===== src/rtl/net2axis_rr_arbiter_if.sv =====
// rtl/net2axis_rr_arbiter_if.sv - stream bundle between N replay sources, the arbiter and one sink
// master: arbiter view (drives merged stream and per-source ready); slave: environment view
interface net2axis_rr_arbiter_if #(
   parameter int N = 2,
   parameter int W = 32
);
   logic [N-1:0]       S_AXIS_TVALID;
   logic [N*W-1:0]     S_AXIS_TDATA;
   logic [N*W/8-1:0]   S_AXIS_TKEEP;
   logic [N-1:0]       S_AXIS_TLAST;
   logic [N-1:0]       S_AXIS_TREADY;
   logic               M_AXIS_TVALID;
   logic [W-1:0]       M_AXIS_TDATA;
   logic [W/8-1:0]     M_AXIS_TKEEP;
   logic               M_AXIS_TLAST;
   logic               M_AXIS_TREADY;

   modport master (
      input  S_AXIS_TVALID, S_AXIS_TDATA, S_AXIS_TKEEP, S_AXIS_TLAST, M_AXIS_TREADY,
      output S_AXIS_TREADY, M_AXIS_TVALID, M_AXIS_TDATA, M_AXIS_TKEEP, M_AXIS_TLAST
   );

   modport slave (
      output S_AXIS_TVALID, S_AXIS_TDATA, S_AXIS_TKEEP, S_AXIS_TLAST, M_AXIS_TREADY,
      input  S_AXIS_TREADY, M_AXIS_TVALID, M_AXIS_TDATA, M_AXIS_TKEEP, M_AXIS_TLAST
   );
endinterface


===== src/rtl/net2axis_rr_arbiter.sv =====
// rtl/net2axis_rr_arbiter.sv - packet-level round-robin arbiter merging N streams into one sink
// Grant is taken in IDLE and held until the granted source's TLAST beat transfers.
module net2axis_rr_arbiter #(
   parameter int C_NUM_SOURCES = 2,
   parameter int C_TDATA_WIDTH = 32
) (
   input  logic                              ACLK,
   input  logic                              ARESETN,
   net2axis_rr_arbiter_if.master             axis,
   output logic [$clog2(C_NUM_SOURCES)-1:0]  GRANT,
   output logic                              BUSY,
   output logic [15:0]                       PKT_COUNT
);
   localparam int N  = C_NUM_SOURCES;
   localparam int W  = C_TDATA_WIDTH;
   localparam int KW = W / 8;
   localparam int GW = $clog2(N);

   typedef enum logic {IDLE, XFER} state_t;

   state_t         state_q, state_d;
   logic [GW-1:0]  grant_q, grant_d;
   logic [GW-1:0]  ptr_q, ptr_d;
   logic [15:0]    pkt_count_q, pkt_count_d;

   logic           found;
   logic [GW-1:0]  pick;
   logic [GW:0]    scan;
   logic           last_beat;

   // Scan ptr, ptr+1, ... modulo N; the extra bit of scan absorbs the wrap.
   always_comb begin
      found = 1'b0;
      pick  = ptr_q;
      scan  = '0;
      for (int k = 0; k < N; k++) begin
         scan = {1'b0, ptr_q} + (GW+1)'(k);
         if (scan >= (GW+1)'(N)) begin
            scan = scan - (GW+1)'(N);
         end
         if (!found && axis.S_AXIS_TVALID[scan[GW-1:0]]) begin
            found = 1'b1;
            pick  = scan[GW-1:0];
         end
      end
   end

   always_comb begin
      axis.M_AXIS_TVALID = 1'b0;
      axis.M_AXIS_TDATA  = '0;
      axis.M_AXIS_TKEEP  = '0;
      axis.M_AXIS_TLAST  = 1'b0;
      axis.S_AXIS_TREADY = '0;
      if (state_q == XFER) begin
         axis.M_AXIS_TVALID         = axis.S_AXIS_TVALID[grant_q];
         axis.M_AXIS_TDATA          = axis.S_AXIS_TDATA[int'(grant_q)*W +: W];
         axis.M_AXIS_TKEEP          = axis.S_AXIS_TKEEP[int'(grant_q)*KW +: KW];
         axis.M_AXIS_TLAST          = axis.S_AXIS_TLAST[grant_q];
         axis.S_AXIS_TREADY[grant_q] = axis.M_AXIS_TREADY;
      end
   end

   assign last_beat = (state_q == XFER) && axis.S_AXIS_TVALID[grant_q]
                      && axis.M_AXIS_TREADY && axis.S_AXIS_TLAST[grant_q];

   always_comb begin
      state_d     = state_q;
      grant_d     = grant_q;
      ptr_d       = ptr_q;
      pkt_count_d = pkt_count_q;
      case (state_q)
         IDLE: begin
            if (found) begin
               grant_d = pick;
               state_d = XFER;
            end
         end
         XFER: begin
            if (last_beat) begin
               state_d     = IDLE;
               ptr_d       = (grant_q == GW'(N-1)) ? '0 : grant_q + GW'(1);
               pkt_count_d = pkt_count_q + 16'd1;
            end
         end
         default: state_d = IDLE;
      endcase
   end

   always_ff @(posedge ACLK or negedge ARESETN) begin
      if (!ARESETN) begin
         state_q     <= IDLE;
         grant_q     <= '0;
         ptr_q       <= '0;
         pkt_count_q <= '0;
      end else begin
         state_q     <= state_d;
         grant_q     <= grant_d;
         ptr_q       <= ptr_d;
         pkt_count_q <= pkt_count_d;
      end
   end

   assign GRANT     = grant_q;
   assign BUSY      = (state_q == XFER);
   assign PKT_COUNT = pkt_count_q;
endmodule


===== src/flat_wrapper.sv =====
// flat-port wrapper written by rule: the top's interface ports become plain ports
module net2axis_rr_arbiter_flat 
#(
   parameter int C_NUM_SOURCES = 2,
   parameter int C_TDATA_WIDTH = 32
)
  (ACLK, ARESETN, GRANT, BUSY, PKT_COUNT, axis_S_AXIS_TVALID, axis_S_AXIS_TDATA, axis_S_AXIS_TKEEP, axis_S_AXIS_TLAST, axis_M_AXIS_TREADY, axis_S_AXIS_TREADY, axis_M_AXIS_TVALID, axis_M_AXIS_TDATA, axis_M_AXIS_TKEEP, axis_M_AXIS_TLAST);
  net2axis_rr_arbiter_if #(.N(2), .W(32)) axis_i ();
  input  logic ACLK;
  input  logic ARESETN;
  output logic [$clog2(C_NUM_SOURCES)-1:0] GRANT;
  output logic BUSY;
  output logic [15:0] PKT_COUNT;
  input wire logic [$bits(axis_i.S_AXIS_TVALID)-1:0] axis_S_AXIS_TVALID;
  input wire logic [$bits(axis_i.S_AXIS_TDATA)-1:0] axis_S_AXIS_TDATA;
  input wire logic [$bits(axis_i.S_AXIS_TKEEP)-1:0] axis_S_AXIS_TKEEP;
  input wire logic [$bits(axis_i.S_AXIS_TLAST)-1:0] axis_S_AXIS_TLAST;
  input wire logic [$bits(axis_i.M_AXIS_TREADY)-1:0] axis_M_AXIS_TREADY;
  output wire logic [$bits(axis_i.S_AXIS_TREADY)-1:0] axis_S_AXIS_TREADY;
  output wire logic [$bits(axis_i.M_AXIS_TVALID)-1:0] axis_M_AXIS_TVALID;
  output wire logic [$bits(axis_i.M_AXIS_TDATA)-1:0] axis_M_AXIS_TDATA;
  output wire logic [$bits(axis_i.M_AXIS_TKEEP)-1:0] axis_M_AXIS_TKEEP;
  output wire logic [$bits(axis_i.M_AXIS_TLAST)-1:0] axis_M_AXIS_TLAST;
  assign axis_i.S_AXIS_TVALID = axis_S_AXIS_TVALID;
  assign axis_i.S_AXIS_TDATA = axis_S_AXIS_TDATA;
  assign axis_i.S_AXIS_TKEEP = axis_S_AXIS_TKEEP;
  assign axis_i.S_AXIS_TLAST = axis_S_AXIS_TLAST;
  assign axis_i.M_AXIS_TREADY = axis_M_AXIS_TREADY;
  assign axis_S_AXIS_TREADY = axis_i.S_AXIS_TREADY;
  assign axis_M_AXIS_TVALID = axis_i.M_AXIS_TVALID;
  assign axis_M_AXIS_TDATA = axis_i.M_AXIS_TDATA;
  assign axis_M_AXIS_TKEEP = axis_i.M_AXIS_TKEEP;
  assign axis_M_AXIS_TLAST = axis_i.M_AXIS_TLAST;
  net2axis_rr_arbiter #(.C_NUM_SOURCES(C_NUM_SOURCES), .C_TDATA_WIDTH(C_TDATA_WIDTH)) u_core (.ACLK(ACLK), .ARESETN(ARESETN), .axis(axis_i), .GRANT(GRANT), .BUSY(BUSY), .PKT_COUNT(PKT_COUNT));
endmodule

===== config.mk =====
export PLATFORM = sky130hd
export DESIGN_NAME = net2axis_rr_arbiter_flat
export DESIGN_NICKNAME = d
export VERILOG_FILES = /design/src/rtl/net2axis_rr_arbiter_if.sv /design/src/rtl/net2axis_rr_arbiter.sv /design/src/flat_wrapper.sv
export SDC_FILE = /design/constraint.sdc
export NUM_CORES = 1
export LEC_CHECK = 0
export BUFFER_PORTS_ARGS = -buffer_cell sky130_fd_sc_hd__buf_2
export CAP_MARGIN = 15
export CORE_UTILIZATION = 31
export CTS_CLUSTER_SIZE = 28
export DETAILED_ROUTE_END_ITERATION = 16
export GPL_TIMING_DRIVEN = 1
export PLACE_DENSITY = 0.72
export SYNTH_ARGS = -nofsm -noshare
export SYNTH_HDL_FRONTEND = slang
export SYNTH_SLANG_ARGS = --single-unit

===== constraint.sdc =====
create_clock -name ACLK -period 4.1 [get_ports ACLK]
set_input_delay 0.41 -clock ACLK [delete_from_list [all_inputs] [get_ports ACLK]]
set_output_delay 0.41 -clock ACLK [all_outputs]
set_load 0.01 [all_outputs]

Yosys cells after proc, flatten, opt, wreduce, memory -nomap -nowiden
Cells that the tools add are included.
Widths: inputs -> output; s select.
{"block": "op_classes", "n_mux": 25, "n_shift": 2, "magnitude_cmp": 6, "add_sub_neg": 5, "reduce_logical": 8, "bitwise": 2}
{"op": "$shiftx 64x7->32", "n": 1}
{"op": "$mux 32", "n": 1}
{"op": "$mux 1", "n": 20}
{"op": "$add 16x1->16 const B", "n": 1}
{"op": "$shiftx 8x4->4", "n": 1}
{"op": "$lt 1x2->1 const B", "n": 3}
{"op": "$logic_and 1x1->1", "n": 5}
{"op": "$mux 4", "n": 1}
{"op": "$reduce_and 2->1", "n": 2}
{"op": "$add 1x1->2 const B", "n": 1}
{"op": "$and 2x2->2", "n": 1}
{"op": "$ge 1x2->1 const B", "n": 1}
{"op": "$ge 2x2->1 const B", "n": 1}
{"op": "$mux 2", "n": 1}
{"op": "$pmux 1 s2", "n": 1}
{"op": "$sub 1x1->1 const B", "n": 2}
{"op": "$add 1x1->1 const B", "n": 1}
{"op": "$demux 1 s1", "n": 1}
{"op": "$ge 1x1->1 const B", "n": 1}
{"op": "$logic_not 1->1", "n": 1}
{"op": "$not 1->1", "n": 1}
{"block": "word_totals", "in_bits": 79, "ff_bits": 19}

Logic depth before layout (Yosys ltp)
{"block": "depth", "depth_word": 10, "depth_mapped": 5, "mapped_depth_nobuf": 4}

Worst setup path before layout
Ideal clock, no wire load.
{"block": "synth_timing", "kind": "flip-flop to output port", "startpoint": "register u_core.grant_q (netlist: u_core.GRANT)", "endpoint": "output axis_M_AXIS_TDATA[25]", "required_ps": 3690, "slack_ps": 2505, "stages_incl_launch_ff": 5, "t_arrival_ps": 1185, "cell_sequence": "dfrtp_1 -> buf_6 -> clkbuf_1 -> mux2i_1 -> nor2_1"}
{"block": "synth_via", "elab_chain_cells": 2}
{"item": "from (decl)", "line": "net2axis_rr_arbiter.sv:22", "source": "logic [GW-1:0] grant_q, grant_d;"}
{"item": "from (signal assigned)", "line": "net2axis_rr_arbiter.sv:97", "source": "grant_q <= grant_d;"}
{"item": "$shiftx 64x7->32", "line": "net2axis_rr_arbiter.sv:56", "source": "axis.M_AXIS_TDATA = axis.S_AXIS_TDATA[int'(grant_q)*W +: W];"}
{"item": "$mux 32", "line": "net2axis_rr_arbiter.sv:54", "source": "if (state_q == XFER) begin"}
{"item": "to (decl)", "line": "flat_wrapper.sv:21", "source": "output wire logic [$bits(axis_i.M_AXIS_TDATA)-1:0] axis_M_AXIS_TDATA;"}
Every way passes these cells.

Final worst setup path
{"block": "layout_timing", "startpoint": "register u_core.grant_q (netlist: u_core.GRANT)", "endpoint": "register u_core.pkt_count_q[14] (netlist: u_core.PKT_COUNT[14])"}
{"block": "layout_via", "elab_chain_cells": 6, "word_cells_on_any_way": 8, "classes_between": "mux (4); reduce/logical (4)"}
{"item": "$mux 1 (implied by the code) (2 in a row)", "line": "net2axis_rr_arbiter.sv:63", "source": "assign last_beat = (state_q == XFER) && axis.S_AXIS_TVALID[grant_q]"}
{"item": "$logic_and 1x1->1", "line": "net2axis_rr_arbiter.sv:63"}
{"item": "$logic_and 1x1->1", "line": "net2axis_rr_arbiter.sv:64", "source": "&& axis.M_AXIS_TREADY && axis.S_AXIS_TLAST[grant_q];"}
{"item": "$logic_and 1x1->1 (*)", "line": "net2axis_rr_arbiter.sv:64"}
{"item": "$reduce_and 2->1 (no source line) (*)"}
{"item": "to (signal assigned)", "line": "net2axis_rr_arbiter.sv:99", "source": "pkt_count_q <= pkt_count_d;"}
{"item": "to (decl)", "line": "net2axis_rr_arbiter.sv:24", "source": "logic [15:0] pkt_count_q, pkt_count_d;"}
Every way passes the cells marked *; elsewhere a longest branch is shown, timed or not. The select of a mux whose other input is x is not followed.
A chain may end at the register's enable or synchronous reset.

==> reports/qor.txt <==
Number of nets at the end of the flow: 379
Combined area of the multi-input logic cells: 908 um2
# diodes: 0
Post-CTS setup buffers: 0
Post-Synthesis Cell Area: 1440 um2
Number of buffers on the longest clock path: 2
Headroom to the max-slew limit: 22.1%
CTS resizes: 0
Leakage: 0.00132 uW
Antenna-violating nets left: 0
Remaining global-route overflow: 0
Post-CTS clock slew at the launch and capture registers of the worst setup and hold paths: 0.07 ns
Cell at the root of the clock tree: sky130_fd_sc_hd__clkbuf_8
Pin count of the biggest net entering global routing: 46
TritonCTS clock tree: built
Flip-flop and latch count after synthesis: 19
Number of top-level pins: 137
Sequential cell area: 477 um2
Filler cell count in the final layout: 450
Highest clock frequency the design can meet: 0.407 GHz
Post-DP HPWL: 3200 um
Number of different library cells in the post-synthesis netlist: 24
Detail-routed net length per standard cell: 11.6 um
Tightest hold margin: 0.0775 ns
Transition time at the pin with the least slew margin: 1.17 ns
Width of the chip: 70.2 um
Share of cells above drive strength 1: 48.3%
Hold Violations, Final: 0
Number of sinks handled by clock tree synthesis: 19
Net count of the mapped netlist: 246
Wire length of the first global-routing pass: 6490 um
Most used cells in the layout excluding fill and tap cells: 136 x sky130_fd_sc_hd__buf_2, 42 x sky130_fd_sc_hd__nor2_1, 38 x sky130_fd_sc_hd__mux2i_1
Residual DRC: 0
Total wire length: 4070 um
Area Overhead vs Synth: 52.8%
Start-to-end type of the worst setup path: reg -> reg
Antenna violations before repair: 0
Initial DRC count: 37
Share of the clock period used by the worst path: 59.9%
Synthesized area per cell: 8.70 um2
Path category of the worst min-delay check: in -> async
Endpoint type of the worst setup path: register
Initial core utilization: 32.7%
Number of detailed-route iterations in the first pass: 2
Vias in the first global route: 1507
Overall die height: 70.2 um
H-tree Lvls: 1
Num CTS Buffers: 3
Vias: 1610
Total power consumption of the routed design: 1050 uW
Number of placement rows: 24
Overall Global Routing Usage: 16.1%
Setup violation total in the final timing report: 0
Synth Instances: 166
Number of max-slew violations in the final report: 0
P per Cell Area: 478 nW/um2
DR vias/cell: 4.60
Fraction of the yosys area taken by sequential cells: 32.9%
RSZ-0062 raised after global routing: no
Critical Path Start Type: register
Count of maximum capacitance violations: 0
Most frequent standard cell in the layout excluding fill and tap cells: sky130_fd_sc_hd__buf_2
Die footprint: 4930 um2
Number of warnings issued by yosys: 0
Routability congestion estimate: 0.796
Total negative slack for setup checks: 0 ns
Maximum fanout along the worst path: 45
Clock skew: 0.00362 ns
Clock latency on the worst-skew pair: 0.25 ns
Max rail drop VDD: 0.000245 V
CP Data Required Time: 4.28 ns
Arrival time of the worst setup path: 2.64 ns
Run status: finished, final reports clean
Area of the core region: 4410 um2
Minimum clock period: 2.46 ns
Hold_buf cts: 0
Number of buffers added on ports: 136
==> path summary, 6_finish.rpt <==
check                                       from              endpoint  slack [ns]  cells after the start
max                                 u_core.GRANT  u_core.PKT_COUNT[14]        1.64                      4
min                                      ARESETN   u_core.PKT_COUNT[3]        0.08                      1
max reg2reg                         u_core.GRANT  u_core.PKT_COUNT[14]        1.64                      4
min reg2reg                 u_core.PKT_COUNT[15]  u_core.PKT_COUNT[15]        0.48                      1
max in group asynchronous                ARESETN          u_core.GRANT        3.71                      1
min in group ACLK          axis_S_AXIS_TVALID[0]          u_core.GRANT        0.42                      2
==> registers in the layout, summed over array words and instances, names as in the netlist <==
name / flops
u_core.PKT_COUNT: 16
u_core.ptr_q: 1
u_core.GRANT: 1
u_core.BUSY: 1
==> worst max-delay path, stage by stage (launching register included) <==
cell and delay [ns]:
sky130_fd_sc_hd__dfrtp_2 1.14, sky130_fd_sc_hd__nand3_1 0.35, sky130_fd_sc_hd__a211o_1 0.43, sky130_fd_sc_hd__nor4_2 0.30
sky130_fd_sc_hd__xor2_1 0.16
==> final cells by class <==
type	instances	area share, %
multi-input cells	134	41.2
repair buffers	137	31.5
flip-flops and latches	19	21.6
well taps	52	2.95
clock buffers	4	2.04
inverters	4	0.681
==> per-layer routing <==
metal  vias up  wire (um)  track usage, %  part of all wire, %
met5         -          0               0                    0
met4         0          8            2.89                 0.20
met3         2        248            4.33                  6.1
met2        69       2110            31.3                   52
met1       706       1700            17.2                   42
li1        833          -               -                    -
==> Yosys cell counts, drive strengths merged <==
library cell / n / area share [%]
a21oi: 2 / 0.69
nor4: 1 / 0.87
a211o: 1 / 0.61
and3: 2 / 0.87
o21ai: 1 / 0.35
a31oi: 1 / 0.43
nor2: 42 / 11
a21o: 1 / 0.52
a211oi: 1 / 0.87
dfrtp: 19 / 33
nand3b: 1 / 1.4
xor2: 7 / 4.2
nand3: 4 / 1.4
ha: 1 / 0.87
nand2: 11 / 2.9
and4: 1 / 0.61
mux2i: 38 / 26
clkbuf: 5 / 1.3
inv: 4 / 1.0
buf: 4 / 1.8
xnor2: 8 / 4.9
nand4: 5 / 2.2
nor3: 6 / 2.1
==> report_power, final <==
part | internal, uW | switching [uW]
sequential | 217 | 126
combinational | 316 | 267
clock | 69.1 | 60.7
total | 602 | 453
==> stage by stage <==
step | worst slack (ns) | instance area (um2) | utilization, % | cells
final | 1.64 | 2210 | 50.0 | 350
after global routing | 1.44 | 2210 | 50.0 | 350
after CTS | 1.60 | 2190 | 49.6 | 349
after detailed placement | 1.63 | 2150 | 48.6 | 345
after global placement | 1.71 | 2150 | 48.6 | 345
after floorplan | 2.51 | 1440 | - | 166
==> cell families (layout without fill, tap and decap cells) <==
group	Yosys count	in the layout	share of synthesized area (%)
buf+inv	13	145	4.16
flops	19	19	32.9
simple gates	73	73	23.1
xor+xnor	15	15	9.10
fa+ha+maj	1	1	0.866
mux	38	38	26.3
compound gates	7	7	3.47
Power figures use the tool's default switching activity.
